[config.mk]
export PLATFORM = sky130hd
export DESIGN_NAME = trap_ctrl_flat
export DESIGN_NICKNAME = d
export VERILOG_FILES = /design/src/rtl/trap_ctrl_if.sv /design/src/rtl/trap_ctrl.sv /design/src/flat_wrapper.sv
export SDC_FILE = /design/constraint.sdc
export NUM_CORES = 1
export LEC_CHECK = 0
export CORE_AREA = 4 4 268 270
export DETAILED_ROUTE_END_ITERATION = 10
export DIE_AREA = 0 0 272 274
export DONT_BUFFER_PORTS = 1
export GPL_ROUTABILITY_DRIVEN = 0
export MAX_ROUTING_LAYER = met4
export PLACE_DENSITY_LB_ADDON = 0.25
export SLEW_MARGIN = 5
export SYNTH_ARGS = -nofsm -noshare
export SYNTH_HDL_FRONTEND = slang
export SYNTH_SLANG_ARGS = --single-unit
[constraint.sdc]
create_clock -name clk -period 2.2 [get_ports clk]
set_input_delay 0.33 -clock clk [delete_from_list [all_inputs] [get_ports clk]]
set_output_delay 0.33 -clock clk [all_outputs]
set_load 0.05 [all_outputs]
[src/rtl/trap_ctrl_if.sv]
// trap_ctrl_if: commit-stage event bus and fetch redirect handshake between the pipeline and trap_ctrl.
interface trap_ctrl_if #(parameter int XLEN = 64);
  logic            commit_valid;
  logic [XLEN-1:0] commit_pc;
  logic            commit_ecall;
  logic            commit_misalign;
  logic            commit_illegal;
  logic            commit_mret;
  logic [XLEN-1:0] commit_tval;
  logic            commit_ready;
  logic            commit_kill;
  logic            redirect_valid;
  logic [XLEN-1:0] redirect_pc;
  logic            redirect_ready;
  modport master (
    output commit_valid, commit_pc, commit_ecall, commit_misalign, commit_illegal, commit_mret,
           commit_tval, redirect_ready,
    input  commit_ready, commit_kill, redirect_valid, redirect_pc
  );
  modport slave (
    input  commit_valid, commit_pc, commit_ecall, commit_misalign, commit_illegal, commit_mret,
           commit_tval, redirect_ready,
    output commit_ready, commit_kill, redirect_valid, redirect_pc
  );
endinterface

[src/rtl/trap_ctrl.sv]
// trap_ctrl: commit-stage trap/mret sequencer that drains memory, pulses the CSR update and redirects fetch.
module trap_ctrl #(
  parameter int XLEN          = 64,
  parameter int DRAIN_TIMEOUT = 256
) (
  input  logic            clk,
  input  logic            reset,
  trap_ctrl_if.slave      bus,
  input  logic [XLEN-1:0] mip_in,
  input  logic [XLEN-1:0] mie_in,
  input  logic            mstatus_mie,
  input  logic [1:0]      priv_mode,
  input  logic [XLEN-1:0] mtvec_in,
  input  logic [XLEN-1:0] mepc_in,
  input  logic            mem_busy,
  output logic            trap_we,
  output logic [XLEN-1:0] trap_cause,
  output logic [XLEN-1:0] trap_epc,
  output logic [XLEN-1:0] trap_tval,
  output logic            mret_we,
  output logic            flush,
  output logic            drain_timeout,
  output logic [31:0]     trap_cnt
);
  localparam int CW = DRAIN_TIMEOUT > 1 ? $clog2(DRAIN_TIMEOUT) : 1;
  typedef enum logic [1:0] {IDLE, DRAIN, UPDATE, REDIRECT} state_t;
  state_t          state;
  logic [CW-1:0]   cnt;
  logic            kind_mret;
  logic            kind_irq;
  logic [3:0]      code_q;
  logic            ready_q;
  logic            rvalid_q;
  logic [XLEN-1:0] rpc_q;
  logic            mei, msi, mti;
  logic            irq;
  logic            trap_ev;
  logic            ev;
  logic [3:0]      code;
  logic [XLEN-1:0] cause_n;
  logic [XLEN-1:0] tval_n;
  logic [XLEN-1:0] base;
  logic            at_limit;
  always_comb begin
    mei      = mip_in[11] & mie_in[11];
    msi      = mip_in[3] & mie_in[3];
    mti      = mip_in[7] & mie_in[7];
    irq      = (mei | msi | mti) & (mstatus_mie | (priv_mode != 2'd3));
    code     = mei ? 4'd11 : msi ? 4'd3 : 4'd7;
    trap_ev  = irq | bus.commit_misalign | bus.commit_illegal | bus.commit_ecall;
    ev       = bus.commit_valid & (trap_ev | bus.commit_mret);
    cause_n  = irq                 ? {1'b1, {(XLEN-5){1'b0}}, code} :
               bus.commit_misalign ? '0 :
               bus.commit_illegal  ? XLEN'(2) :
               bus.commit_ecall    ? XLEN'(4'd8 + {2'b00, priv_mode}) : '0;
    tval_n   = (!irq && (bus.commit_misalign || bus.commit_illegal)) ? bus.commit_tval : '0;
    base     = {mtvec_in[XLEN-1:2], 2'b00};
    at_limit = cnt == CW'(DRAIN_TIMEOUT - 1);
  end
  // mret retires normally; only trap-class events suppress the instruction
  assign bus.commit_kill    = (state == IDLE) & bus.commit_valid & trap_ev;
  assign bus.commit_ready   = ready_q;
  assign bus.redirect_valid = rvalid_q;
  assign bus.redirect_pc    = rpc_q;
  always_ff @(posedge clk or negedge reset) begin
    if (!reset) begin
      state         <= IDLE;
      cnt           <= '0;
      kind_mret     <= 1'b0;
      kind_irq      <= 1'b0;
      code_q        <= '0;
      ready_q       <= 1'b1;
      rvalid_q      <= 1'b0;
      rpc_q         <= '0;
      trap_we       <= 1'b0;
      mret_we       <= 1'b0;
      trap_cause    <= '0;
      trap_epc      <= '0;
      trap_tval     <= '0;
      flush         <= 1'b0;
      drain_timeout <= 1'b0;
      trap_cnt      <= '0;
    end else begin
      trap_we <= 1'b0;
      mret_we <= 1'b0;
      case (state)
        IDLE: if (ev) begin
          state      <= DRAIN;
          flush      <= 1'b1;
          ready_q    <= 1'b0;
          cnt        <= '0;
          kind_mret  <= !trap_ev;
          kind_irq   <= irq;
          code_q     <= code;
          trap_cause <= cause_n;
          trap_epc   <= bus.commit_pc;
          trap_tval  <= tval_n;
        end
        DRAIN: begin
          cnt <= cnt + 1'b1;
          if (!mem_busy || at_limit) begin
            state   <= UPDATE;
            trap_we <= !kind_mret;
            mret_we <= kind_mret;
            if (mem_busy) drain_timeout <= 1'b1;
          end
        end
        UPDATE: begin
          state    <= REDIRECT;
          rvalid_q <= 1'b1;
          rpc_q    <= kind_mret ? mepc_in :
                      (mtvec_in[1:0] == 2'd1 && kind_irq) ? base + XLEN'({code_q, 2'b00}) : base;
          if (!kind_mret) trap_cnt <= trap_cnt + 1'b1;
        end
        REDIRECT: if (bus.redirect_ready) begin
          state    <= IDLE;
          rvalid_q <= 1'b0;
          flush    <= 1'b0;
          ready_q  <= 1'b1;
        end
        default: state <= IDLE;
      endcase
    end
  end
endmodule
[src/flat_wrapper.sv]
// flat-port wrapper written by rule: the top's interface ports become plain ports
module trap_ctrl_flat 
#(
  parameter int XLEN          = 64,
  parameter int DRAIN_TIMEOUT = 256
)
  (clk, reset, mip_in, mie_in, mstatus_mie, priv_mode, mtvec_in, mepc_in, mem_busy, trap_we, trap_cause, trap_epc, trap_tval, mret_we, flush, drain_timeout, trap_cnt, bus_commit_valid, bus_commit_pc, bus_commit_ecall, bus_commit_misalign, bus_commit_illegal, bus_commit_mret, bus_commit_tval, bus_redirect_ready, bus_commit_ready, bus_commit_kill, bus_redirect_valid, bus_redirect_pc);
  trap_ctrl_if #(.XLEN(XLEN)) bus_i ();
  input  logic clk;
  input  logic reset;
  input  logic [XLEN-1:0] mip_in;
  input  logic [XLEN-1:0] mie_in;
  input  logic mstatus_mie;
  input  logic [1:0] priv_mode;
  input  logic [XLEN-1:0] mtvec_in;
  input  logic [XLEN-1:0] mepc_in;
  input  logic mem_busy;
  output logic trap_we;
  output logic [XLEN-1:0] trap_cause;
  output logic [XLEN-1:0] trap_epc;
  output logic [XLEN-1:0] trap_tval;
  output logic mret_we;
  output logic flush;
  output logic drain_timeout;
  output logic [31:0] trap_cnt;
  input wire logic [$bits(bus_i.commit_valid)-1:0] bus_commit_valid;
  input wire logic [$bits(bus_i.commit_pc)-1:0] bus_commit_pc;
  input wire logic [$bits(bus_i.commit_ecall)-1:0] bus_commit_ecall;
  input wire logic [$bits(bus_i.commit_misalign)-1:0] bus_commit_misalign;
  input wire logic [$bits(bus_i.commit_illegal)-1:0] bus_commit_illegal;
  input wire logic [$bits(bus_i.commit_mret)-1:0] bus_commit_mret;
  input wire logic [$bits(bus_i.commit_tval)-1:0] bus_commit_tval;
  input wire logic [$bits(bus_i.redirect_ready)-1:0] bus_redirect_ready;
  output wire logic [$bits(bus_i.commit_ready)-1:0] bus_commit_ready;
  output wire logic [$bits(bus_i.commit_kill)-1:0] bus_commit_kill;
  output wire logic [$bits(bus_i.redirect_valid)-1:0] bus_redirect_valid;
  output wire logic [$bits(bus_i.redirect_pc)-1:0] bus_redirect_pc;
  assign bus_i.commit_valid = bus_commit_valid;
  assign bus_i.commit_pc = bus_commit_pc;
  assign bus_i.commit_ecall = bus_commit_ecall;
  assign bus_i.commit_misalign = bus_commit_misalign;
  assign bus_i.commit_illegal = bus_commit_illegal;
  assign bus_i.commit_mret = bus_commit_mret;
  assign bus_i.commit_tval = bus_commit_tval;
  assign bus_i.redirect_ready = bus_redirect_ready;
  assign bus_commit_ready = bus_i.commit_ready;
  assign bus_commit_kill = bus_i.commit_kill;
  assign bus_redirect_valid = bus_i.redirect_valid;
  assign bus_redirect_pc = bus_i.redirect_pc;
  trap_ctrl #(.XLEN(XLEN), .DRAIN_TIMEOUT(DRAIN_TIMEOUT)) u_core (.clk(clk), .reset(reset), .bus(bus_i), .mip_in(mip_in), .mie_in(mie_in), .mstatus_mie(mstatus_mie), .priv_mode(priv_mode), .mtvec_in(mtvec_in), .mepc_in(mepc_in), .mem_busy(mem_busy), .trap_we(trap_we), .trap_cause(trap_cause), .trap_epc(trap_epc), .trap_tval(trap_tval), .mret_we(mret_we), .flush(flush), .drain_timeout(drain_timeout), .trap_cnt(trap_cnt));
endmodule
; ---- Word level (Yosys, flattened, before mapping)
; Cells that the tools add are included.
; Widths: inputs -> output; s select.
[word_totals]
input_bits = 396
n_memories = 0
latch_bits = 0
ff_bits = 310
ramBits = 0
mem_bits_ro = 0
[op_classes]
n_div = 0
multipliers = 0
n_mux = 26
bitwise = 15
n_eq_ne = 9
n_reduce_logical = 19
n_lt_le_gt_ge = 0
n_addsub = 4
n_shift = 0
[op_table]
columns = cell, n
row1 = $mux 64, 7
row2 = $add 64x6->64, 1
row3 = $add 32x1->32 const B, 1
row4 = $pmux 8 s2, 1
row5 = $reduce_and 3->1, 3
row6 = $add 8x1->8 const B, 1
row7 = $eq 8x8->1 const B, 1
row8 = $mux 1, 8
row9 = $mux 8, 1
row10 = $pmux 2 s4, 1
row11 = $reduce_and 2->1, 4
row12 = $and 1x1->1, 7
row13 = $or 1x1->1, 7
row14 = $mux 2, 3
row15 = $pmux 1 s2, 3
row16 = $reduce_bool 2->1, 3
row17 = $add 4x2->5 const A, 1
row18 = $eq 2x1->1 const B, 2
row19 = $eq 2x2->1 const B, 2
row20 = $logic_not 1->1, 4
row21 = $mux 4, 1
row22 = $ne 2x1->1 const B, 2
row23 = $ne 2x2->1 const B, 2
row24 = $mux 3, 1
row25 = 4 further kinds, 6

; ---- Logic depth before layout (Yosys ltp)
; Gate-level depths: netlist (run 1).
[logic_depth]
word_depth = 11
ltp_mapped = 10
depth_no_buf = 8

; ---- Worst setup path before layout (run 1)
; No wires, ideal clock.
[synth_timing]
kind = register to register
startpoint = register u_core.code_q[1]
endpoint = register u_core.rpc_q[14] (netlist: u_core.bus.redirect_pc[14])
period_less_slack_ps = 2239
t_arrival_ps = 2115
setup_slack_ps = -39
t_required_ps = 2075
path_stages_with_launch = 10
path_cell_list = dfrtp_1 -> ha_1 -> fa_1 -> nand3_1 -> a211o_1 -> buf_2 -> or3_1 -> xor2_1 -> o21ai_0 -> mux2_2
[synth_via]
elab_chain_cells = 3
[synth_rtl]
columns = element, line_no
row1 = from (decl), trap_ctrl.sv:31  ; logic [3:0] code_q;
row2 = from (signal assigned), trap_ctrl.sv:94  ; code_q <= code;
row3 = $add 64x6->64, trap_ctrl.sv:112  ; (mtvec_in[1:0] == 2'd1 && kind_irq) ? base + XLEN'({code_q, 2'b00}) : base;
row4 = $mux 64, trap_ctrl.sv:112
row5 = $mux 64, trap_ctrl.sv:111  ; rpc_q <= kind_mret ? mepc_in :
row6 = to (signal assigned), trap_ctrl.sv:111
row7 = to (decl), trap_ctrl.sv:34  ; logic [XLEN-1:0] rpc_q;
; Every way passes these cells.
; A chain may end at the register's enable or synchronous reset.

; ---- Final worst setup path (run 1)
[layout_timing]
startpoint = register u_core.code_q[3]
endpoint = register u_core.rpc_q[22] (netlist: u_core.bus.redirect_pc[22])
; Same word-level chain as after synthesis.

==> results.toml, run 1 <==
[run_status]
status = "finished with violations"
violations = "hold timing, setup timing"

[yosys]
yosys_warnings = 0
yosysSeqAreaShare_pct = 50.7
ys_seq_elements = 249
syn_inst = 1376
synth_edf_count = 0
avgSynthCellArea_um2 = 8.94
ys_types = 65
synthArstFlopShare_pct = 100
syn_area_mm2 = 0.0123
ys.flop_type = "dfrtp_1"

[power_and_ir_drop]
power_frac_clock_pct = 21.2
sequentialPowerShare_pct = 53.6
leakagePower_nw = 8.33
comb_power_share_pct = 25.2
p_per_area_mw_per_mm2 = 1350
max-vdd-ir-drop_v = 0.000804
p_sw_share_pct = 51.7
p_int_mw = 11.8
p_sw_mw = 12.6
power_mw = 24.3

[worst_setup_path]
required_ns = 2.65
arrival_ns = 2.78
crit_path_start_kind = "flip-flop"
endpoint_kind = "flip-flop"
crit_fanout = 4
path_class = "reg -> reg"

[floorplan]
die_h_um = 274
die_area_mm2 = 0.0745
num_rows = 97
placeableCoreArea_mm2 = 0.0695
die_width_um = 272
initial_core_util_pct = 17.7
pin_count = 691

[clock_tree]
cts_hold_repair.buffers = 238
insertion_delay_ns = 0.59
clk_pin_slew_ns = 0.06
cts_buffers = 31
clock-sinks = 249
htree_levels = 1
cts_tree = "yes"
cts_buffer_depth = 3
cts_root_buf = "clkbuf_16"

[drt]
wire_per_inst_um = 19.0
ant_nets = 0
wl_um = 50900
drt_iter0_markers = 411
first_pass_iters = 5
route.detailed.drc = 0
vias = 10900
routed_via_density = 4.07

[sta]
max_freq_mhz = 430
min_period_over_period_pct = 106
rsz0062_at_grt = "yes"
hold_viol = 248
period_needed_ns = 2.33
worst_pin_slew_ns = 0.795
setup_viol = 36
setup_ws_ns = -0.127
report.final.slew_viol_count = 0
fin_skew_ns = 0.00725
slew-limit-headroom_pct = 47.0
hold_slack_ns = -0.565

[cells_and_area]
final_common_cell = "nand2_1"
most-common-layout-cells = "387 x nand2_1, 245 x dfrtp_1, 238 x dlygate4sd3_1"
final_util_pct = 26.0
nNetsFinal = 2115
area_delta_synth_final_pct = 47.0
stdcell_area_mm2 = 0.0181
layout-drive-gt1-share_pct = 15.4

[global_route]
grt_pass1_vias = 11900
grt_max_degree = 250
grt_pass1_wl_um = 74800
grtUsageTotal_pct = 13.3
overflow = 0
antenna_found_initial = 4

[placed_design]
hpwl_um = 37300
portBuffers = 0
pre_cts_slack_ns = -0.354
dpl_cell_area_mm2 = 0.0140

[worst_hold_path]
min_path_type = "in -> async"

[job]
maxCapViolations = 0
[path summary, 6_finish.rpt]
| path | end | depth (start not counted) | from | slack, ns |
|---|---|---|---|---|
| max reg2reg | u_core.bus.redirect_pc[22] | 11 | u_core.code_q[3] | -0.13 |
| min in group clk | u_core.bus.redirect_pc[15] | 3 | mtvec_in[13] | 0.03 |
| max in group asynchronous | u_core.kind_mret | 0 | reset | 2.04 |
| min reg2reg | u_core.cnt[1] | 1 | u_core.cnt[1] | 0.53 |
| min | u_core.bus.redirect_pc[63] | 0 | reset | -0.56 |
| max | u_core.bus.redirect_pc[22] | 11 | u_core.code_q[3] | -0.13 |
[state kept, by name, summed over array words and instances, names as in the netlist]
name and cells:
u_core.trap_epc 64, u_core.bus.redirect_pc 64, u_core.bus.commit_ready 1, u_core.trap_cause 5
u_core.code_q 3, u_core.state 2, u_core.kind_mret 1, u_core.trap_tval 64
u_core.trap_we 1, u_core.drain_timeout 1, u_core.trap_cnt 32, u_core.flush 1
u_core.bus.redirect_valid 1, u_core.mret_we 1, u_core.cnt 8
[repair_timing]
action,CTS,global route
setup buffers,8,6
setup endpoints to repair,55,60
endpoints found under the hold margin,445,249
cloned,0,0
resized for setup,89,24
pin swaps,45,26
[logic make-up after synthesis]
logic type,synth area share (%)
buf+inv,6.72
mux,1.24
xor+xnor,6.41
flops,50.7
fa+ha+maj,1.28
simple gates,26.1
other cells,0.0305
compound gates,7.53
[power groups by stage]
stage                     registers (mW)  clock network [mW]  logic (mW)
after floorplan                     12.6                   0        3.75
after global placement              13.2                   0        5.46
after detailed placement            13.1                   0        5.62
after CTS                           13.1                5.37        6.18
after global routing                13.3                5.56        6.95
final                               13.0                5.17        6.14
[stage by stage]
step	setup TNS [ns]	cells
4_1_cts	-1.61	2664
3_5_place_dp	-8.08	2364
5_1_grt	-6.52	2673
6_report	-1.67	2673
3_3_place_gp	-7.01	2364
2_1_floorplan	0	1434
[Yosys cell counts (3+ instances only)]
master / instances / share of area (%)
a221o_1: 4 / 0.33
xor2_1: 37 / 2.6
buf_2: 3 / 0.12
nor3_1: 21 / 0.85
nor2b_1: 43 / 2.2
nand3_1: 98 / 4.0
a21oi_1: 52 / 2.1
and3_1: 23 / 1.2
nor4_1: 10 / 0.51
nand2_1: 388 / 12
a211o_1: 3 / 0.21
clkbuf_1: 57 / 1.7
mux2_2: 10 / 0.92
nand4_1: 21 / 1.1
dfrtp_1: 248 / 50
inv_1: 26 / 0.79
nor3b_1: 3 / 0.18
mux2i_1: 4 / 0.33
ha_1: 11 / 1.1
o21ai_1: 10 / 0.41
xnor2_1: 53 / 3.8
o21ai_0: 60 / 2.4
and2_1: 9 / 0.46
and4_1: 9 / 0.64
buf_1: 6 / 0.18
nand3b_1: 3 / 0.18
buf_4: 60 / 3.7
nor2_1: 47 / 1.4
o22ai_1: 11 / 0.56
o21a_1: 3 / 0.18
or3_1: 3 / 0.15
[final cells by class]
| class | count | area (um^2) |
|---|---|---|
| multi-input cells | 1030 | 6000 |
| repair buffers | 369 | 3530 |
| clock inverters | 9 | 123 |
| clock buffers | 46 | 902 |
| flip-flops and latches | 249 | 6240 |
| well taps | 940 | 1180 |
| fillers | 7414 | 51500 |
| diodes | 4 | 10.0 |
| inverters | 26 | 97.6 |
[routing by layer]
metal	global-route usage, %	routed length, um	vias to the layer above
li1	-	-	5130
met1	14.3	18700	5176
met2	23.0	25500	497
met3	4.94	5330	78
met4	4.05	1420	0
met5	-	0	-
[worst max-delay path, cell delays in order, from the launching register on]
cell     delay, ns
dfrtp_1       0.40
ha_4          0.31
buf_6         0.10
nand3_4       0.08
a211o_4       0.36
buf_8         0.14
buf_4         0.14
nor3_4        0.14
and3_1        0.20
xnor2_1       0.13
buf_4         0.15
o21ai_2       0.05
Note: power is estimated with default switching activity, not from simulation.
==> inputs of run 2 (changes only) <==
Settings changed: CAP_MARGIN set to 5, CORE_AREA 4 4 268 270 to 2 2 266 268, DIE_AREA 0 0 272 274 to 0 0 268 270, SETUP_SLACK_MARGIN set to 0.02.
==> results.toml, run 2 (synthesized netlist as in run 1, its figures left out) <==
[run_status]
status = "finished with violations"
violations = "hold timing, setup timing"

[worst_setup_path]
arrival_ns = 2.77
ff2ff_setup_slack_ns = -0.16
cpLargestDelayFamily = "simple AND/OR/NAND/NOR gates"
crit_fanout = 4
r2r_end = "u_core.bus.redirect_pc[14]"
path_cells = "ha_4 > buf_6 > nand3_4 > a211o_4 > or3_4 > xor2_4 > o21ai_1 > mux2_4"
endpoint = "u_core.bus.redirect_pc[14]"
crit_start = "u_core.code_q[3]"
rr_startpoint = "u_core.code_q[3]"
reg2reg_depth = 8
crit_path_start_kind = "flip-flop"
path_buf_inv = 1
endpoint_kind = "flip-flop"
crit_cells = 8
required_ns = 2.61
critPathMaxStageDelay_ns = 0.41
path_class = "reg -> reg"
crit_slowest_cell = "dfrtp_1"

[global_route]
grt_pass1_wl_um = 73200
grt_pass1_vias = 11900
overflow = 0
antenna_found_initial = 2
grt_max_degree = 250
grtUsageTotal_pct = 13.7

[clock_tree]
cts_buffer_depth = 3
cts_buffers = 34
clock-sinks = 249
cts_root_buf = "clkbuf_16"
clk_pin_slew_ns = 0.06
insertion_delay_ns = 0.54
htree_levels = 2
cts_tree = "yes"

[cells_and_area]
fillers = 7335
nNetsFinal = 2129
area_delta_synth_final_pct = 50.3
layout-drive-gt1-share_pct = 18.4
stdcell_area_mm2 = 0.0185
final_common_cell = "nand2_1"
most-common-layout-cells = "384 x nand2_1, 246 x dfrtp_1, 220 x dlygate4sd3_1"

[drt]
vias = 11000
ant_nets = 0
wl_um = 49800
wire_per_inst_um = 18.5
first_pass_iters = 4
route.detailed.drc = 0
drt_iter0_markers = 477
routed_via_density = 4.09

[sta]
worst_pin_slew_ns = 0.967
tns_ns = -2.11
slew-limit-headroom_pct = 35.5
setup_ws_ns = -0.159
setup_viol = 37
period_needed_ns = 2.36
report.final.slew_viol_count = 0
hold_slack_ns = -0.501
min_period_over_period_pct = 107
rsz0062_at_grt = "yes"
hold_viol = 248
max_freq_mhz = 424
fin_skew_ns = 0.0185

[power_and_ir_drop]
max-vdd-ir-drop_v = 0.000703
comb_power_share_pct = 25.0
sequentialPowerShare_pct = 51.6
p_sw_mw = 12.7
leakagePower_nw = 8.56
p_int_mw = 12.4
power_mw = 25.1
p_per_area_mw_per_mm2 = 1360
power_frac_clock_pct = 23.4
p_sw_share_pct = 50.5

[placed_design]
hpwl_um = 35900
portBuffers = 0
dpl_cell_area_mm2 = 0.0141

[worst_hold_path]
min_path_type = "in -> async"

[floorplan]
die_width_um = 268
pin_count = 691
num_rows = 97
die_h_um = 270
placeableCoreArea_mm2 = 0.0695
initial_core_util_pct = 17.7
die_area_mm2 = 0.0724

[job]
maxCapViolations = 0
run 2: worst reg2reg max path, cell delays in order (launching register included):
cell and delay, ns:
dfrtp_1 0.41, ha_4 0.31, buf_6 0.10, nand3_4 0.08
a211o_4 0.37, or3_4 0.41, xor2_4 0.22, o21ai_1 0.08
mux2_4 0.25
run 2: final cells by class:
class / instances / area, um^2 / share of cell area (%)
Sequential cell: 249 / 6230 / 33.7
Clock buffer: 43 / 935 / 5.06
Clock inverter: 16 / 233 / 1.26
Tap cell: 940 / 1180 / 6.36
Inverter: 26 / 97.6 / 0.528
Timing Repair Buffer: 379 / 3610 / 19.5
Antenna cell: 3 / 7.51 / 0.0406
Multi-Input combinational cell: 1031 / 6200 / 33.5
run 2: worst min path at each step:
stage          start                          to  depth (start not counted)
2_1_floorplan  reset   u_core.bus.redirect_pc[0]                          0
3_3_place_gp   reset         u_core.trap_cnt[15]                          0
3_5_place_dp   reset  u_core.bus.redirect_pc[13]                          0
4_1_cts        reset       u_core.trap_cause[63]                          0
5_1_grt        reset  u_core.bus.redirect_pc[13]                          0
6_report       reset   u_core.bus.redirect_pc[8]                          0
run 2: per-stage QoR:
| step | setup WS [ns] | hold WS (ns) | util, % | cells |
|---|---|---|---|---|
| finish | -0.159 | -0.501 | 26.6 | 2687 |
| global route | -0.249 | -0.542 | 26.6 | 2686 |
| CTS | -0.229 | -0.560 | 25.9 | 2669 |
| detailed placement | -0.456 | 0.0407 | 20.3 | 2375 |
| global placement | -0.460 | 0.0399 | 20.3 | 2375 |
| floorplan | 0.00418 | 0.0344 | - | 1434 |
run 2: metal layers:
metal	wire length, um	track usage [%]	vias up	share of wire, %
met3	4400	4.46	67	8.8
met2	25000	23.7	426	50
li1	-	-	5159	-
met1	19100	14.6	5349	38
met5	0	-	-	0
met4	1380	4.35	0	2.8
run 2: what timing repair did:
action	CTS	global route
setup endpoints to repair	59	76
endpoints found under the hold margin	435	250
hold buffers	219	1
pin swaps	30	45
gates resized for setup	82	83
buffers inserted	16	16
cloned	1	1
run 2: power groups by stage:
stage / clock network [mW] / logic [mW] / registers [mW]
floorplan: 0 / 3.75 / 12.6
detailed placement: 0 / 5.69 / 13.0
global placement: 0 / 5.54 / 13.1
global route: 6.31 / 7.12 / 13.2
finish: 5.87 / 6.29 / 13.0
CTS: 6.14 / 6.21 / 13.0
==> patch (flow settings as in run 1) <==
`DRAIN_TIMEOUT` is set to 256 in 2 places; all go to 128.
--- a/src/rtl/trap_ctrl.sv
+++ b/src/rtl/trap_ctrl.sv
@@ -3,3 +3,3 @@
   parameter int XLEN          = 64,
-  parameter int DRAIN_TIMEOUT = 256
+  parameter int DRAIN_TIMEOUT = 128
 ) (
--- a/src/flat_wrapper.sv
+++ b/src/flat_wrapper.sv
@@ -4,3 +4,3 @@
   parameter int XLEN          = 64,
-  parameter int DRAIN_TIMEOUT = 256
+  parameter int DRAIN_TIMEOUT = 128
 )
Check against the original RTL: same outputs for any inputs over 4 cycles, from zero or initial values and one cycle with reset low; that may be too few to reach the edited logic, so the function may still have changed.
==> patch against run 1 <==
Design area down 1.6%; non-clock buffer count down 1; sequential cell count down 1; wire length down 6.6%; the run ends with negative hold slack left; power up 1.6%; synthesized area down 0.22%; worst setup slack better by 210 ps; global-route usage down 0.89 points.
==> patch: results (changes against run 1) <==
| Metric | Value |
|---|---|
| Number of logic inverters in the finished layout | `37 (+42%)` |
| CLK BUF | `38 (-17%)` |
| Syn Inst Count | `1392 (+1.2%)` |
| Maximum vdd ir drop | `765 uV (-4.8%)` |
| Worst-path fanout max | `7 (+3)` |
| Worst Hold Margin | `-569 ps (-4.01 ps)` |
| Seq cells post-synth | `248 (-0.40%)` |
| Dpl cell area | `0.0139 mm^2 (-0.75%)` |
| Ant diodes | `2 (-2)` |
| Reg2Reg Setup Slack | `80 ps (+210 ps)` |
| Final Non-Filler Cells | `2685 (+0.45%)` |
| Largest net degree at the start of global routing | `249 (-0.40%)` |
| Wire length on met1 | `18.3 mm (-1.9%)` |
| Fin. Hold Viols | `248 (unchanged)` |
| Status | `complete, but fails checks` |
| Compound-Gate Fraction of Synth Area | `7.70% (+0.17 points)` |
| Sequential-to-total area share from yosys stat | `50.6% (-0.090 points)` |
| Failing checks | `negative hold slack` |
| Top cells by area, synth | `dfrtp_1 50%, nand2_1 12%, xnor2_1 4.3%, nand3_1 4.0%, buf_4 3.7%` |
| Worst slack, placed | `-125 ps (+229 ps)` |
| Layout fillers | `7430 (+0.22%)` |
| DR WL/cell | `17.7 um (-7.0%)` |
| GRT Util Overall | `12.4% (-0.89 points)` |
| Seq/total area | `34.9% (+0.40 points)` |
| DR vias | `11000 (+1.5%)` |
| M3 GR Usage | `3.87% (-1.1 points)` |
| Internal cell power | `12.2 mW (+3.7%)` |
| Netlist cell types | `56 (-14%)` |
| Adder-cell share of the synthesized area | `1.28% (+0.0029 points)` |
-- patch: what timing repair did --
action	4_1_cts	5_1_grt
endpoints found under the setup margin	8	37
setup buffers	3	6
hold endpoints to repair	451	248
pin swaps	2	8
resized for setup	18	23
-- patch: how the worst min path moves through the flow --
stage               startpoint                                     to  slack [ps]  cells after the start
finish                   reset        u_core.trap_epc[11]$_DFFE_PN0P_        -570                      0
global route             reset         u_core.trap_epc[2]$_DFFE_PN0P_        -630                      0
CTS                      reset         u_core.trap_epc[2]$_DFFE_PN0P_        -630                      0
detailed placement       reset         u_core.trap_epc[2]$_DFFE_PN0P_          40                      0
global placement         reset        u_core.trap_epc[11]$_DFFE_PN0P_          40                      0
floorplan                reset  u_core.bus.redirect_pc[0]$_DFFE_PN0P_          30                      0
-- patch: worst register-to-register path, delay by kind of cell (launching register included) --
family                     cells  cell delay (ps)
buffers and inverters          3              510
AOI/OAI and AO/OA              4              430
DFF                            1              420
and+or+nand+nor                2              340
adders and majority gates      1              310
